$ cat src/rtl/apb_wb_bridge.sv
// APB3 completer to pipelined Wishbone initiator bridge with registered outputs,
// stall handling, per-region byte-lane reversal, error propagation and a bus-hang timeout.
module apb_wb_bridge #(
  parameter int                    ADDR_WIDTH     = 5,
  parameter int                    DATA_WIDTH     = 32,
  parameter logic [ADDR_WIDTH-1:0] SWAP_MASK      = 5'b11000,
  parameter logic [ADDR_WIDTH-1:0] SWAP_BASE      = 5'b11000,
  parameter int                    TIMEOUT_CYCLES = 255,
  parameter int                    CNT_WIDTH      = 8,
  localparam int                   NB             = DATA_WIDTH / 8,
  localparam int                   BL             = $clog2(NB)
) (
  input  logic                     clk,
  input  logic                     reset,
  input  logic [ADDR_WIDTH-1:0]    apb_PADDR,
  input  logic                     apb_PSEL,
  input  logic                     apb_PENABLE,
  input  logic                     apb_PWRITE,
  input  logic [DATA_WIDTH-1:0]    apb_PWDATA,
  input  logic [NB-1:0]            apb_PSTRB,
  output logic                     apb_PREADY,
  output logic [DATA_WIDTH-1:0]    apb_PRDATA,
  output logic                     apb_PSLVERR,
  output logic [ADDR_WIDTH-BL-1:0] wb_adr,
  output logic [DATA_WIDTH-1:0]    wb_dat_o,
  input  logic [DATA_WIDTH-1:0]    wb_dat_i,
  output logic                     wb_we,
  output logic [NB-1:0]            wb_sel,
  output logic                     wb_cyc,
  output logic                     wb_stb,
  input  logic                     wb_stall,
  input  logic                     wb_ack,
  input  logic                     wb_err,
  output logic                     timeout_pulse
);

  typedef enum logic [1:0] {IDLE, STB, WAIT, RESP} state_e;

  localparam bit                   TMO_EN   = (TIMEOUT_CYCLES != 0);
  localparam logic [CNT_WIDTH-1:0] TMO_LAST = CNT_WIDTH'(TMO_EN ? TIMEOUT_CYCLES - 1 : 0);

  function automatic logic [DATA_WIDTH-1:0] byte_rev(input logic [DATA_WIDTH-1:0] d);
    logic [DATA_WIDTH-1:0] r;
    r = '0;
    for (int i = 0; i < NB; i++) r[8*(NB-1-i) +: 8] = d[8*i +: 8];
    return r;
  endfunction

  function automatic logic [NB-1:0] bit_rev(input logic [NB-1:0] s);
    logic [NB-1:0] r;
    r = '0;
    for (int i = 0; i < NB; i++) r[NB-1-i] = s[i];
    return r;
  endfunction

  state_e                  state_q, state_d;
  logic [ADDR_WIDTH-BL-1:0] adr_q, adr_d;
  logic [DATA_WIDTH-1:0]   dat_q, dat_d;
  logic [NB-1:0]           sel_q, sel_d;
  logic                    we_q, we_d;
  logic                    cyc_q, cyc_d;
  logic                    stb_q, stb_d;
  logic                    swap_q, swap_d;
  logic [CNT_WIDTH-1:0]    cnt_q, cnt_d;
  logic                    pready_q, pready_d;
  logic                    pslverr_q, pslverr_d;
  logic [DATA_WIDTH-1:0]   prdata_q, prdata_d;
  logic                    tmo_q, tmo_d;

  logic swap_hit;
  logic [NB-1:0] launch_sel;
  logic wb_fire;
  logic timed_out;

  assign swap_hit   = ((apb_PADDR & SWAP_MASK) == SWAP_BASE);
  assign launch_sel = apb_PWRITE ? apb_PSTRB : '1;
  // A response during STB only counts once the slave has accepted the request.
  assign wb_fire    = ((state_q == STB) && !wb_stall && (wb_ack || wb_err)) ||
                      ((state_q == WAIT) && (wb_ack || wb_err));
  assign timed_out  = TMO_EN && (cnt_q == TMO_LAST) && !wb_fire;

  always_comb begin
    // NOTE: every signal gets a default first so no path leaves it unassigned (no latch).
    state_d   = state_q;
    adr_d     = adr_q;
    dat_d     = dat_q;
    sel_d     = sel_q;
    we_d      = we_q;
    cyc_d     = cyc_q;
    stb_d     = stb_q;
    swap_d    = swap_q;
    cnt_d     = cnt_q;
    pready_d  = 1'b0;
    pslverr_d = 1'b0;
    prdata_d  = prdata_q;
    tmo_d     = 1'b0;

    unique case (state_q)
      IDLE: begin
        if (apb_PSEL && apb_PENABLE) begin
          adr_d   = apb_PADDR[ADDR_WIDTH-1:BL];
          we_d    = apb_PWRITE;
          swap_d  = swap_hit;
          dat_d   = swap_hit ? byte_rev(apb_PWDATA) : apb_PWDATA;
          sel_d   = swap_hit ? bit_rev(launch_sel) : launch_sel;
          cnt_d   = '0;
          cyc_d   = 1'b1;
          stb_d   = 1'b1;
          state_d = STB;
        end
      end
      STB, WAIT: begin
        cnt_d = cnt_q + 1'b1;
        if (wb_fire) begin
          cyc_d    = 1'b0;
          stb_d    = 1'b0;
          pready_d = 1'b1;
          state_d  = RESP;
          if (wb_err) begin
            pslverr_d = 1'b1;
            prdata_d  = '0;
          end else if (we_q) begin
            prdata_d = '0;
          end else begin
            prdata_d = swap_q ? byte_rev(wb_dat_i) : wb_dat_i;
          end
        end else if (timed_out) begin
          cyc_d     = 1'b0;
          stb_d     = 1'b0;
          pready_d  = 1'b1;
          pslverr_d = 1'b1;
          tmo_d     = 1'b1;
          prdata_d  = '0;
          state_d   = RESP;
        end else if ((state_q == STB) && !wb_stall) begin
          stb_d   = 1'b0;
          state_d = WAIT;
        end
      end
      RESP: state_d = IDLE;
      default: state_d = IDLE;
    endcase
  end

  // NOTE: sequential state uses non-blocking assignments so all registers update together.
  always_ff @(posedge clk) begin
    if (reset) begin
      state_q   <= IDLE;
      adr_q     <= '0;
      dat_q     <= '0;
      sel_q     <= '0;
      we_q      <= 1'b0;
      cyc_q     <= 1'b0;
      stb_q     <= 1'b0;
      swap_q    <= 1'b0;
      cnt_q     <= '0;
      pready_q  <= 1'b0;
      pslverr_q <= 1'b0;
      prdata_q  <= '0;
      tmo_q     <= 1'b0;
    end else begin
      state_q   <= state_d;
      adr_q     <= adr_d;
      dat_q     <= dat_d;
      sel_q     <= sel_d;
      we_q      <= we_d;
      cyc_q     <= cyc_d;
      stb_q     <= stb_d;
      swap_q    <= swap_d;
      cnt_q     <= cnt_d;
      pready_q  <= pready_d;
      pslverr_q <= pslverr_d;
      prdata_q  <= prdata_d;
      tmo_q     <= tmo_d;
    end
  end

  assign apb_PREADY    = pready_q;
  assign apb_PSLVERR   = pslverr_q;
  assign apb_PRDATA    = prdata_q;
  assign wb_adr        = adr_q;
  assign wb_dat_o      = dat_q;
  assign wb_sel        = sel_q;
  assign wb_we         = we_q;
  assign wb_cyc        = cyc_q;
  assign wb_stb        = stb_q;
  assign timeout_pulse = tmo_q;

endmodule

$ cat config.mk
export PLATFORM = sky130hd
export DESIGN_NAME = apb_wb_bridge
export DESIGN_NICKNAME = d
export VERILOG_FILES = /design/src/rtl/apb_wb_bridge.sv
export SDC_FILE = /design/constraint.sdc
export NUM_CORES = 1
export LEC_CHECK = 0
export BUFFER_PORTS_ARGS = -buffer_cell sky130_fd_sc_hd__buf_2
export CORE_ASPECT_RATIO = 2
export CORE_MARGIN = 4
export CORE_UTILIZATION = 51
export DETAILED_ROUTE_END_ITERATION = 10
export PLACE_DENSITY = 0.83
export RECOVER_POWER = 100
export SYNTH_ARGS = -nofsm -noshare
export SYNTH_HDL_FRONTEND = slang
export SYNTH_SLANG_ARGS = --single-unit
$ cat constraint.sdc
create_clock -name clk -period 3.73 [get_ports clk]
set_clock_uncertainty 0.15 [all_clocks]
set_input_delay 0.373 -clock clk [delete_from_list [all_inputs] [get_ports clk]]
set_output_delay 0.373 -clock clk [all_outputs]
set_load 0.05 [all_outputs]
; Word level (Yosys, flattened, before mapping)
; Cells that the tools add are included.
[totals]
out_inout_bits = 77
inputBits = 81
word_cells = 71
regBits = 88
[op_classes]
reduce_logical = 21
mux = 27
n_eq_ne = 8
bitwise = 1
add_sub_neg = 1
[ops]
columns = op, n
row1 = 32-bit two-way mux, 6
row2 = 8-bit case mux with 2 select lines, 1
row3 = 1-bit two-way mux, 10
row4 = 8-bit by 1-bit adder with 8-bit output (second input constant), 1
row5 = 8-bit equality test (second input constant), 1
row6 = 2-bit two-way mux, 4
row7 = 4-bit two-way mux, 2
row8 = 8-bit two-way mux, 1
row9 = 2-bit AND reduction, 4
row10 = 2-bit equality test (second input constant), 3
row11 = 2-bit case mux with 3 select lines, 1
row12 = 3-bit AND reduction, 2
row13 = 1-bit logical AND, 5
row14 = 4-bit inequality test (second input constant), 1
row15 = 1-bit case mux with 2 select lines, 2
row16 = 2-bit nonzero test, 2
row17 = 2-bit OR reduction, 2
row18 = 3-bit inequality test (second input constant), 1
row19 = 3-bit OR reduction, 1
row20 = 2-bit by 1-bit equality test with 1-bit output (second input constant), 1
row21 = 1-bit logical NOT, 2
row22 = 2-bit logical NOT, 1
row23 = 1-bit logical OR, 2
row24 = 2-bit inequality test (second input constant), 1
row25 = 1-bit NOT, 1

; Longest topological paths before layout
[logic_depth]
word_depth = 9
mapped_depth = 8
ltp_nobuf = 6

; Worst setup path before layout
; No wires, ideal clock.
[synth_timing]
path_kind = register -> register
start = reg state_q[0]
end = reg prdata_q[10] (netlist: apb_PRDATA[10])
path_slack_ns = 1.874
stages_incl_launch_ff = 8
synth_period_minus_slack_ns = 1.856
t_arrival_ns = 1.617
setup_time_ns = 0.089
required_time_ns = 3.491
n_path_buf = 2
cell_sequence = dfxtp_1 -> inv_1 -> ha_1 -> inv_1 -> or4_1 -> buf_2 -> buf_6 -> o32ai_2
[synth_between]
elab_chain_len = 8
elab_cells_between_ends = 12
classes_between = eq/ne: 2 / mux: 1 / reduce/logical: 9
[synth_lines]
columns = item, line_no
row1 = start: declaration, 56  ; state_e state_q, state_d;
row2 = start signal: assignment, 162  ; state_q <= state_d;
row3 = 2-bit by 1-bit equality test with 1-bit output, "78, 98"
row4 = 1-bit logical AND (2 in series), 78  ; assign wb_fire = ((state_q == STB) && !wb_stall && (wb_ack || wb_err)) ||
row5 = 1-bit logical OR, 78
row6 = 1-bit logical NOT, 80  ; assign timed_out = TMO_EN && (cnt_q == TMO_LAST) && !wb_fire;
row7 = 1-bit logical AND, 80
row8 = 2-bit nonzero test (no line), -
row9 = 2-bit AND reduction (no line), -
row10 = end signal: assignment, 173  ; prdata_q <= prdata_d;
row11 = end: declaration, 67  ; logic [DATA_WIDTH-1:0] prdata_q, prdata_d;
; Parallel ways exist; a longest one is shown, timed or not.
; A chain may end at the register's enable or synchronous reset.

; Worst setup path in the final report
[layout_timing]
start = reg state_q[0]
end = reg dat_q[23] (netlist: wb_dat_o[23])
[layout_between]
elab_chain_len = 2
[layout_lines]
columns = item, line_no
row1 = 2-bit logical NOT, 98  ; unique case (state_q)
row2 = 2-bit AND reduction (no line), -
row3 = end signal: assignment, 164  ; dat_q <= dat_d;
row4 = end: declaration, 58  ; logic [DATA_WIDTH-1:0] dat_q, dat_d;
; Every way passes these cells.

==> reports/metrics.cfg <==
[logic_synthesis]
synth_top_area_share_pct = 41.1
synth_largest_area_cell = dfxtp_1
yosysSeqAreaShare_pct = 41.1
synth_enable_flop_cells = 0
synth-warning-count = 0
syn_inst = 456
synth.avg_cell_area_um2 = 9.41
syn_area_um2 = 4290
ys_types = 41
syn_nets = 543
yosys_register_bits = 88
synth_ff_type = dfxtp_1
synth_top_cells_by_area = dfxtp_1, o32ai_2, mux2i_1
async_flop_share_pct = 0

[setup_path]
r2r-end = wb_dat_o[23]$_SDFFE_PP0P_
timing.critical_path.arrival_ns = 2.81
crit_path_start_kind = register
cp_max_fo = 41
startpoint = state_q[0]$_SDFFE_PP0P_
crit_type = register to register
crit_required_ns = 3.82
ff2ff_setup_slack_ns = 1.01
endpoint_kind = register
r2r_cells = 6
critical_path.endpoint = wb_dat_o[23]$_SDFFE_PP0P_
reg2reg_from = state_q[0]$_SDFFE_PP0P_

[power_and_ir_drop]
switching_power_mw = 1.12
report.power.total_mw = 2.91
pwr-share-comb_pct = 32.6
power.share.clock_pct = 28.4
power_density_nw_per_um2 = 591
peakVddDrop_mv = 0.415
p_int_mw = 1.79
pwr-share-seq_pct = 39.0
p_leak_nw = 1.81
sw_frac_of_total_pct = 38.6

[drt]
drc_errors = 0
dr.pass1.iters = 5
initialDrtViolationCount = 134
vias_per_cell = 5.70
avgRoutedWirePerCell_um = 16.5
drtAntennaViolNets = 0
dr_total_vias = 3906
drt-total-wl_um = 11300

[place]
port_buffers = 155
placed_area_um2 = 4980
dp.cells = 671
hpwlAfterDp_um = 8220
gp_congestion = 0.832
dp_slack_ns = 1.29

[die]
initial_core_util_pct = 52.1
die_h_um = 138
ioPinCount = 158
core_um2 = 8230
dieArea_um2 = 10000
num_rows = 47
die_x_um = 72.9

[status]
status = completed

[timing]
maxSlewHeadroom_pct = 32.9
setup_slack_ns = 1.01
drv_slew = 0
tightestPinTransition_ns = 1.01
final.setup.tns_ns = 0
final.min_clock_period_ns = 2.72
fmax_mhz = 367
setup_violations = 0
rsz0062_at_grt = no
hold_viol = 0
fin_crit_sh_pct = 73.0
whs_ns = 0.154

[cells_and_area]
drive_gt1_share_pct = 17.5
synthToLayoutAreaGrowth_pct = 15.0
utilization_pct = 60.0
layoutNonFillerInstCount = 685
layout_commonest_cell = dfxtp_1
fin_area_um2 = 4940
fin_nets = 671
final_cell_mix = dfxtp_1, clkbuf_1, buf_2
n_antenna_cell = 0

[grt]
grt_max_degree = 49
grt.overflow.total = 0
gr-usage-all-layers_pct = 22.4
grt_pass1_vias = 3817
grt_pass1_wl_um = 17700
antenna_found_initial = 0

[run]
maxCapViolCount = 0

[clock_network]
clockBufferDepth = 2
cts.sinks = 88
clk_pin_slew_worst_paths_ns = 0.06
cts_tree = built
cts_hold_buf = 0
cts_setup_buffers = 0
root_buffer = clkbuf_16
htree_num_levels = 3
cts_resized = 0
worstSkewPairLatency_ns = 0.33
cts_made_buffers = 9

[worst_hold_path]
hp-class = primary input to register

[cell families after synthesis]
| group | share of synthesized area (%) |
|---|---|
| fa+ha+maj | 1.75 |
| buf+inv | 8.89 |
| compound gates | 23.7 |
| xor+xnor | 0.816 |
| simple gates | 15.2 |
| flops | 41.1 |
| mux | 8.63 |
[power groups by stage]
stage	Clock, mW	Combinational [mW]	Sequential, mW
6_report	0.826	0.951	1.14
5_1_grt	0.888	1.02	1.15
4_1_cts	0.848	1.02	1.13
3_5_place_dp	0	1.02	1.15
3_3_place_gp	0	0.989	1.15
2_1_floorplan	0	0.455	1.49
[synthesized netlist by cell type, drive strengths merged, types with 2 or more instances]
cell type and instances:
inv 37, ha 6, and2 2, a211oi 3, nor2b 2, clkbuf 21
nand2b 2, a2111oi 2, nand3 38, o32ai 32, nor2 50, dfxtp 88
a311oi 36, xnor2 4, nand2 46, a21oi 12, mux2i 37, buf 21
o21ai 3, or4 2
[sequential cells by signal, indices dropped and copies added (netlist names)]
register,flops
apb_PRDATA,32
wb_dat_o,32
cnt_q,8
wb_sel,4
wb_adr,3
state_q,2
apb_PREADY,1
apb_PSLVERR,1
swap_q,1
timeout_pulse,1
wb_cyc,1
wb_stb,1
wb_we,1
[critical path, cell delays in order, from the launching register on]
cell,delay (ns)
dfxtp_1,0.32
inv_1,0.11
ha_1,0.26
and3_2,0.68
clkbuf_2,0.71
nor2_1,0.11
a311oi_1,0.27
[layout make-up]
cell class	instances	area (um^2)
Inverter	37	139
Tap cell	98	123
Multi-Input combinational cell	289	1930
Timing Repair Buffer	159	707
Clock buffer	14	274
Fill cell	789	3300
Sequential cell	88	1760
[metal layers]
metal / GRT usage, % / share of wire, % / vias to the layer above
li1: - / - / 1900
met1: 22.6 / 35 / 1852
met2: 41.3 / 57 / 129
met3: 4.53 / 5.8 / 25
met4: 12.6 / 2.5 / 0
met5: 0 / 0 / -
[worst min path at each step]
| stage | cells after the start | startpoint | to | slack (ns) |
|---|---|---|---|---|
| after global routing | 2 | apb_PWRITE | wb_sel[0]$_SDFFE_PP0P_ | 0.15 |
| after CTS | 3 | apb_PADDR[2] | wb_adr[0]$_SDFFE_PP0P_ | 0.14 |
| after floorplan | 2 | cnt_q[7]$_SDFFE_PP0P_ | cnt_q[7]$_SDFFE_PP0P_ | 0.30 |
| after global placement | 2 | wb_adr[2]$_SDFFE_PP0P_ | wb_adr[2]$_SDFFE_PP0P_ | 0.29 |
| after detailed placement | 2 | wb_adr[2]$_SDFFE_PP0P_ | wb_adr[2]$_SDFFE_PP0P_ | 0.29 |
| final | 3 | apb_PADDR[2] | wb_adr[0]$_SDFFE_PP0P_ | 0.15 |
Note: power is estimated with default switching activity, not from simulation.
